==> src/rtl/m216a_pe_pkg.sv <==
// Shared opcodes, latency table and saturation helper for the M216A processing element.
package m216a_pe_pkg;

  localparam logic [3:0] OP_NOP = 4'd0;
  localparam logic [3:0] OP_F1  = 4'd1;
  localparam logic [3:0] OP_F2  = 4'd2;
  localparam logic [3:0] OP_F3  = 4'd3;
  localparam logic [3:0] OP_F4  = 4'd4;
  localparam logic [3:0] OP_F5  = 4'd5;
  localparam logic [3:0] OP_F6  = 4'd6;
  localparam logic [3:0] OP_F7  = 4'd7;
  localparam logic [3:0] OP_F8  = 4'd8;

  localparam int unsigned MAX_LAT = 6;
  // Width of the common container used for overflow detection.
  localparam int unsigned WIDE_W  = 128;

  // Cycles from sample acceptance to visible result; 0 means no result at all.
  function automatic logic [2:0] latency_of(input logic [3:0] op);
    case (op)
      OP_F1, OP_F3, OP_F4, OP_F5, OP_F6: return 3'd2;
      OP_F2, OP_F7:                      return 3'd4;
      OP_F8:                             return 3'd6;
      default:                           return 3'd0;
    endcase
  endfunction

  // True when v does not fit in w unsigned bits, i.e. a clamp is required.
  function automatic logic exceeds(input logic [WIDE_W-1:0] v, input int unsigned w);
    return (v >> w) != '0;
  endfunction

endpackage

==> src/rtl/m216a_pe_delay_line.sv <==
// Valid-qualified shift register; every stage is exposed so the owner can pick a tap.
module m216a_pe_delay_line #(
  parameter int unsigned WIDTH = 16,
  parameter int unsigned DEPTH = 6
) (
  input  logic                         clk_i,
  input  logic                         rst_i,
  input  logic                         clear_i,
  input  logic                         valid_i,
  input  logic [WIDTH-1:0]             data_i,
  output logic [DEPTH-1:0]             valid_o,
  output logic [DEPTH-1:0][WIDTH-1:0]  data_o
);

  logic [DEPTH-1:0]            valid_q;
  logic [DEPTH-1:0][WIDTH-1:0] data_q;

  // Valid chain: a clear kills everything in flight, but the incoming sample still enters stage 0.
  always_ff @(posedge clk_i or posedge rst_i) begin
    // NOTE: sequential state uses <= so every stage samples its neighbour's pre-edge value.
    if (rst_i) valid_q <= '0;
    else       valid_q <= {valid_q[DEPTH-2:0] & {(DEPTH-1){~clear_i}}, valid_i};
  end

  // Data chain: shifts unconditionally.
  // NOTE: the data stages have no reset; they are only observed through their valid bits.
  always_ff @(posedge clk_i) begin
    data_q <= {data_q[DEPTH-2:0], data_i};
  end

  assign valid_o = valid_q;
  assign data_o  = data_q;

endmodule

==> src/rtl/m216a_pe_param.sv <==
// Parametrised M216A processing element: eight opcode-selected functions, valid-qualified
// stream, optional saturation, automatic flush on opcode change.
module m216a_pe_param
  import m216a_pe_pkg::*;
#(
  parameter int unsigned DATA_W  = 16,
  parameter int unsigned ACC_W   = 32,
  parameter int unsigned INSTR_W = 16,
  parameter int unsigned F6_COEF = 7
) (
  input  logic               Clk_In,
  input  logic               Rst_In,
  input  logic [INSTR_W-1:0] Instruction_In,
  input  logic               In_Valid,
  input  logic               Sat_En,
  input  logic [DATA_W-1:0]  D_In1,
  input  logic [DATA_W-1:0]  D_In2,
  input  logic [DATA_W-1:0]  D_In3,
  output logic [DATA_W-1:0]  D_Out,
  output logic               Out_Valid
);

  localparam int unsigned RES_W = 2 * DATA_W + 1;
  localparam int unsigned SUM_W = ((ACC_W > 2 * DATA_W) ? ACC_W : 2 * DATA_W) + 1;
  localparam logic [DATA_W-1:0] DATA_MAX = '1;
  localparam logic [ACC_W-1:0]  ACC_MAX  = '1;

  logic [3:0]        op_d, op_q;
  logic              flush, accept;
  logic [DATA_W-1:0] hist1_q, hist1_d, hist2_q, hist2_d, h1_eff, h2_eff;
  logic [ACC_W-1:0]  acc_q, acc_d, acc_eff, acc_new;
  logic [RES_W-1:0]  x1, x2, x3, p1, p2, prod_acc;
  logic [SUM_W-1:0]  acc_sum;
  logic [WIDE_W-1:0] wide_val;
  logic [DATA_W-1:0] res;
  logic [DATA_W-1:0] dout_q;

  logic [MAX_LAT-1:0]             dl_valid;
  logic [MAX_LAT-1:0][DATA_W-1:0] dl_data;
  logic [2:0]                     lat, tap_idx;

  generate
    if (INSTR_W > 4) begin : g_instr_hi
      logic unused_instr_hi;
      assign unused_instr_hi = ^Instruction_In[INSTR_W-1:4];
    end
  endgenerate

  // Decode: anything outside F1..F8 is a NOP.
  always_comb begin
    // NOTE: every always_comb output is given a default first so no latch is inferred.
    op_d = OP_NOP;
    if (Instruction_In[3:0] >= OP_F1 && Instruction_In[3:0] <= OP_F8) op_d = Instruction_In[3:0];
  end

  assign flush   = (op_d != op_q);
  assign accept  = In_Valid && (op_d != OP_NOP);
  // A flush wipes history and acc before the new sample uses them.
  assign h1_eff  = flush ? '0 : hist1_q;
  assign h2_eff  = flush ? '0 : hist2_q;
  assign acc_eff = flush ? '0 : acc_q;

  // Datapath: full-width products, one carry bit on sums, then wrap or clamp.
  always_comb begin
    x1 = RES_W'(D_In1);
    x2 = RES_W'(D_In2);
    x3 = RES_W'(D_In3);
    p1 = RES_W'(h1_eff);
    p2 = RES_W'(h2_eff);
    prod_acc = (op_d == OP_F8) ? p1 * x1 : x3 * RES_W'(F6_COEF);
    acc_sum  = SUM_W'(acc_eff) + SUM_W'(prod_acc);
    acc_new  = (Sat_En && exceeds(WIDE_W'(acc_sum), ACC_W)) ? ACC_MAX : acc_sum[ACC_W-1:0];
    case (op_d)
      OP_F1, OP_F2: wide_val = WIDE_W'(x1);
      OP_F3:        wide_val = WIDE_W'(x2 + x3);
      OP_F4:        wide_val = WIDE_W'(x1 * x2);
      OP_F5:        wide_val = WIDE_W'(x1 + x2 * x3);
      OP_F7:        wide_val = WIDE_W'(p2 * p1 + x1);
      OP_F6, OP_F8: wide_val = WIDE_W'(acc_new);
      default:      wide_val = '0;
    endcase
    res = (Sat_En && exceeds(wide_val, DATA_W)) ? DATA_MAX : wide_val[DATA_W-1:0];

    acc_d   = acc_eff;
    hist1_d = h1_eff;
    hist2_d = h2_eff;
    if (accept) begin
      hist1_d = D_In1;
      hist2_d = h1_eff;
      if (op_d == OP_F6 || op_d == OP_F8) acc_d = acc_new;
    end
  end

  // Opcode, history and accumulator registers.
  always_ff @(posedge Clk_In or posedge Rst_In) begin
    if (Rst_In) begin
      op_q    <= OP_NOP;
      hist1_q <= '0;
      hist2_q <= '0;
      acc_q   <= '0;
    end else begin
      op_q    <= op_d;
      hist1_q <= hist1_d;
      hist2_q <= hist2_d;
      acc_q   <= acc_d;
    end
  end

  m216a_pe_delay_line #(
    .WIDTH (DATA_W),
    .DEPTH (MAX_LAT)
  ) u_delay (
    .clk_i   (Clk_In),
    .rst_i   (Rst_In),
    .clear_i (flush),
    .valid_i (accept),
    .data_i  (res),
    .valid_o (dl_valid),
    .data_o  (dl_data)
  );

  // Tap selection follows the registered opcode, which every in-flight sample shares.
  assign lat       = latency_of(op_q);
  assign tap_idx   = (lat == 3'd0) ? 3'd0 : lat - 3'd1;
  assign Out_Valid = (lat != 3'd0) && dl_valid[tap_idx];
  assign D_Out     = Out_Valid ? dl_data[tap_idx] : dout_q;

  // Hold register keeps the last result visible while Out_Valid is low.
  always_ff @(posedge Clk_In or posedge Rst_In) begin
    if (Rst_In)         dout_q <= '0;
    else if (Out_Valid) dout_q <= dl_data[tap_idx];
  end

endmodule

==> config.mk <==
export PLATFORM = sky130hd
export DESIGN_NAME = m216a_pe_param
export DESIGN_NICKNAME = d
export VERILOG_FILES = /design/src/rtl/m216a_pe_pkg.sv /design/src/rtl/m216a_pe_delay_line.sv /design/src/rtl/m216a_pe_param.sv
export SDC_FILE = /design/constraint.sdc
export NUM_CORES = 2
export LEC_CHECK = 0
export CORE_UTILIZATION = 65
export DETAILED_ROUTE_END_ITERATION = 6
export GPL_TIMING_DRIVEN = 0
export HOLD_SLACK_MARGIN = 0.02
export PLACE_DENSITY = 0.83
export SYNTH_ARGS = -nofsm -noshare
export SYNTH_HDL_FRONTEND = slang
export SYNTH_SLANG_ARGS = --single-unit
==> constraint.sdc <==
create_clock -name Clk_In -period 13 [get_ports Clk_In]
set_input_delay 2.6 -clock Clk_In [delete_from_list [all_inputs] [get_ports Clk_In]]
set_output_delay 2.6 -clock Clk_In [all_outputs]
set_load 0.1 [all_outputs]
==> out/summary.md <==
For the overall power, the log shows 9350 uW. The first global-routing pass estimated 231 mm of wire. The library cells used most frequently in the layout, excluding fill and tap cells, are sky130_fd_sc_hd__inv_1 (1069), sky130_fd_sc_hd__fa_1 (818), sky130_fd_sc_hd__nand2_1 (557). The final reports fail on DRC, setup timing. The number of nets with antenna violations after detailed routing is 0. The wire length after detailed routing is 151 mm, and the synthesized flop and latch total is 186. Worst setup path category: in2reg. The worst register-to-register path has a setup slack of 1.84 ns. Of all cell types, the one taking the most synthesized area is sky130_fd_sc_hd__fa_1.

Summed over all cells, the static leakage comes to 0.0255 uW. The smallest clock period supported by the final layout is computed as 13.13 ns. Data on the critical path arrives at its endpoint at 13.44 ns.

The standard cell with the maximum stage delay on the critical path is sky130_fd_sc_hd__clkdlybuf4s50_1. In this run the power density over the cells is 186 nW/um2. The vias per cell works out to 6.15. The run gives 0 as the count of final hold-check violations. The H-tree was split into 4 levels. Timing would allow up to 76.1 MHz.

The endpoint identified for the worst register-to-register timing path is u_delay.data_o[8]. The post-DP HPWL was 123 mm; the area occupied by multi-input gates was 37800 um2. The tools report the met2 wirelength from detailed routing as 66.7 mm.

The detailed router used layers up to and including met5. Most common cell after layout, fill and taps aside: sky130_fd_sc_hd__inv_1. The standard cell core area was 70300 um2; the iteration-0 DRC count of the detailed router was 3923.

By area the synthesized netlist is led by sky130_fd_sc_hd__fa_1 (36%), sky130_fd_sc_hd__ha_1 (13%), sky130_fd_sc_hd__inv_1 (8.7%). Clock tree synthesis selected as its root buffer the cell sky130_fd_sc_hd__clkbuf_16. The tools report the post-route met1 wirelength as 52.9 mm. The number of distinct standard cells referenced by the synthesized netlist was 80; the number of max-slew violations in the final report was 0. The maximum fanout encountered on the critical timing path works out to 11. The worst register-to-register path has a depth of 43.

The logs give -0.134 ns for the worst setup margin and 17 for the total CTS buffers. The die boundary height was 269 um. Yosys printed 0 warnings. Reg-to-reg critical path startpoint: op_q[3]. The final worst-path cycle share is 1.01.

The layout has 5374 filler cells. Count of nets after finishing: 6931. For this block, the via count after detailed routing is 39.9k. At the worst endpoint, the required time is 13.30 ns. The area fraction of the dominant cell type after synthesis is 0.358. After clock tree synthesis, the clock-pin slew on the worst setup and hold paths is 0.09 ns. The DRC violation count after routing is 1, and the number of antenna violations at the first check in global routing is 6.

The portion of the post-synthesis area used by sequential elements came out at 0.0902. The tool flagged a number of max-cap violations equal to 0. The first TritonRoute pass finished after 7 iterations. The tools report the endpoint kind of the worst setup timing path as a flip-flop. Entering global routing, the biggest net connects 60 pins. After routing, the total negative slack on setup checks comes to -1.22 ns. The number of instances on the worst hold path was 0. After synthesis, the mean cell area works out to 8.58 um2. The floorplan step set the die width to 269 um. The floorplan step defined a die boundary enclosing 72300 um2.

The post-placement setup slack is -4.03 ns. Last weighted congestion value of the routability-driven placer: 1.07. Across the whole layout, storage elements account for 4170 um2. The number of standard cells in the layout, taps in and fillers out was 6501. The tools report the number of placement rows as 97.

At the pin with the least slew margin, the transition time is 1.29 ns. VDD sags by at most 0.000571 V. The commonest register cell after synthesis is sky130_fd_sc_hd__dfxtp_1. Clock latency reported for the late side of the worst-skew pair: 0.47 ns.

The starting density of the core was 0.659; the delay contributed by the slowest stage of the critical path was 0.93 ns. The cell that appears most often on the critical path is sky130_fd_sc_hd__fa_1. The detail-routed net length per standard cell is 23.3 um.

For the count of boundary I/O pins, the log shows 85. Worst hold endpoint: u_delay.data_o[59]. The global-route congestion overflow total came out at 0. The number of nets in the synthesized netlist is 6788. The worst slew slack as a fraction of its limit is 0.132. The count of buffers added on input and output ports is 70. In the synthesized netlist, the number of instances is 5398. The buffer depth of the longest clock path came out at 2. The tools report the number of setup violations in the final report as 16. Including well taps, the total number of placed cells is 6409.

The post-route clock skew is 0.0250 ns. The run finished, with violations left. Share of final-layout standard cells stronger than drive strength 1: 0.0546. STA classifies the critical path startpoint as an input port.

The TritonCTS sink count came out at 186. The path class of the tightest hold or removal check is reg2reg. TritonCTS built the clock tree. Counting flops with a built-in enable in the synthesized netlist gives 0. The mapped netlist covers 46300 um2.

The sum of met3 wire segment lengths after detailed routing was 18.3 mm. The overall global routing resource usage came out at 0.428. In this run the most critical hold path is launched from u_delay.data_o[43]. The fraction of registers with async set or reset after synthesis was 0.484. Setup repair after global routing could not meet its margin everywhere. Number of global-route vias before repair: 40.8k.

The area growth from synthesis to layout is 8.85%. The minimum hold slack came out at 0.325 ns. In this run, post-CTS hold repair placed 0 buffers.
## registers in the layout (all words and copies together), names as in the netlist
name / flops
hist1_q: 16
hist2_q: 16
acc_q: 32
u_delay.valid_o: 6
op_q: 4
dout_q: 16
u_delay.data_o: 96
## critical path, delay by kind of cell
kind                     cells  cell delay (ns)
AND/OR/NAND/NOR              7             1.97
adder cells (fa/ha/maj)      8             3.54
AO/OA/AOI/OAI               11             2.46
buffers and inverters        7             2.48
XOR/XNOR                     1             0.38
## timing repair
item / in CTS / in global routing
gates cloned: 0 / 2
setup buffers: 24 / 40
resized for setup: 148 / 174
pin swaps: 31 / 54
setup endpoints to repair: 48 / 39
## logic make-up (layout without fill, tap and decap cells)
logic type	after synthesis	after routing	synth area share
and+or+nand+nor	1668	1669	0.179
buffers and inverters	1362	1517	0.111
adders and majority gates	1322	1322	0.492
AOI/OAI and AO/OA	688	688	0.0953
DFF	186	186	0.0902
xor gates and xnor gates	147	147	0.0278
muxes	25	25	0.00557
other	0	7	0
## worst max-delay path by stage
stage                 startpoint  cells after the start            endpoint
3_5_place_dp   Instruction_In[1]                     42  u_delay.data_o[12]
3_3_place_gp   Instruction_In[1]                     45  u_delay.data_o[15]
4_1_cts        Instruction_In[2]                     41   u_delay.data_o[4]
5_1_grt        Instruction_In[2]                     47   u_delay.data_o[8]
2_1_floorplan  Instruction_In[1]                     44  u_delay.data_o[10]
6_report               D_In1[14]                     34   u_delay.data_o[8]
## power by group
part | internal [uW] | total (uW) | switching [uW]
Combinational | 2870 | 7980 | 5110
Clock | 270 | 570 | 300
Sequential | 737 | 803 | 66.7
## per-stage QoR
| stage | util | cell area, um2 |
|---|---|---|
| after floorplan | - | 46300 |
| after global placement | 0.686 | 48200 |
| after detailed placement | 0.686 | 48200 |
| after CTS | 0.705 | 49600 |
| after global routing | 0.717 | 50400 |
| final | 0.717 | 50400 |
## final cells by class
cell class                      count  area share
Sequential cell                   186      0.0828
Inverter                         1079      0.0804
Clock inverter                     15     0.00392
Tap cell                          940      0.0233
Clock buffer                       17     0.00844
Multi-Input combinational cell   3851       0.751
Antenna cell                        7    0.000348
Timing Repair Buffer              135      0.0254
Buffer                            271      0.0248
## Yosys cell counts, drive strengths merged, types with 18 or more instances
cell type / instances
nand4: 24
nor2: 253
clkbuf: 274
xor2: 68
a21oi: 216
ha: 494
dfxtp: 96
inv: 1076
a21o: 56
nand3: 56
and2: 406
nand2b: 23
o21ai: 147
o21bai: 18
fa: 828
mux2i: 19
dfrtp: 90
xnor2: 79
nor3: 41
nor2b: 24
a211oi: 39
and3: 218
o21a: 30
a22oi: 19
o211ai: 34
nand2: 575
## per-layer routing
layer / vias up / global-route usage
li1: 17200 / -
met1: 19500 / 0.515
met2: 2564 / 0.672
met3: 714 / 0.110
met4: 4 / 0.305
met5: - / 0
Power figures use the tool's default switching activity.
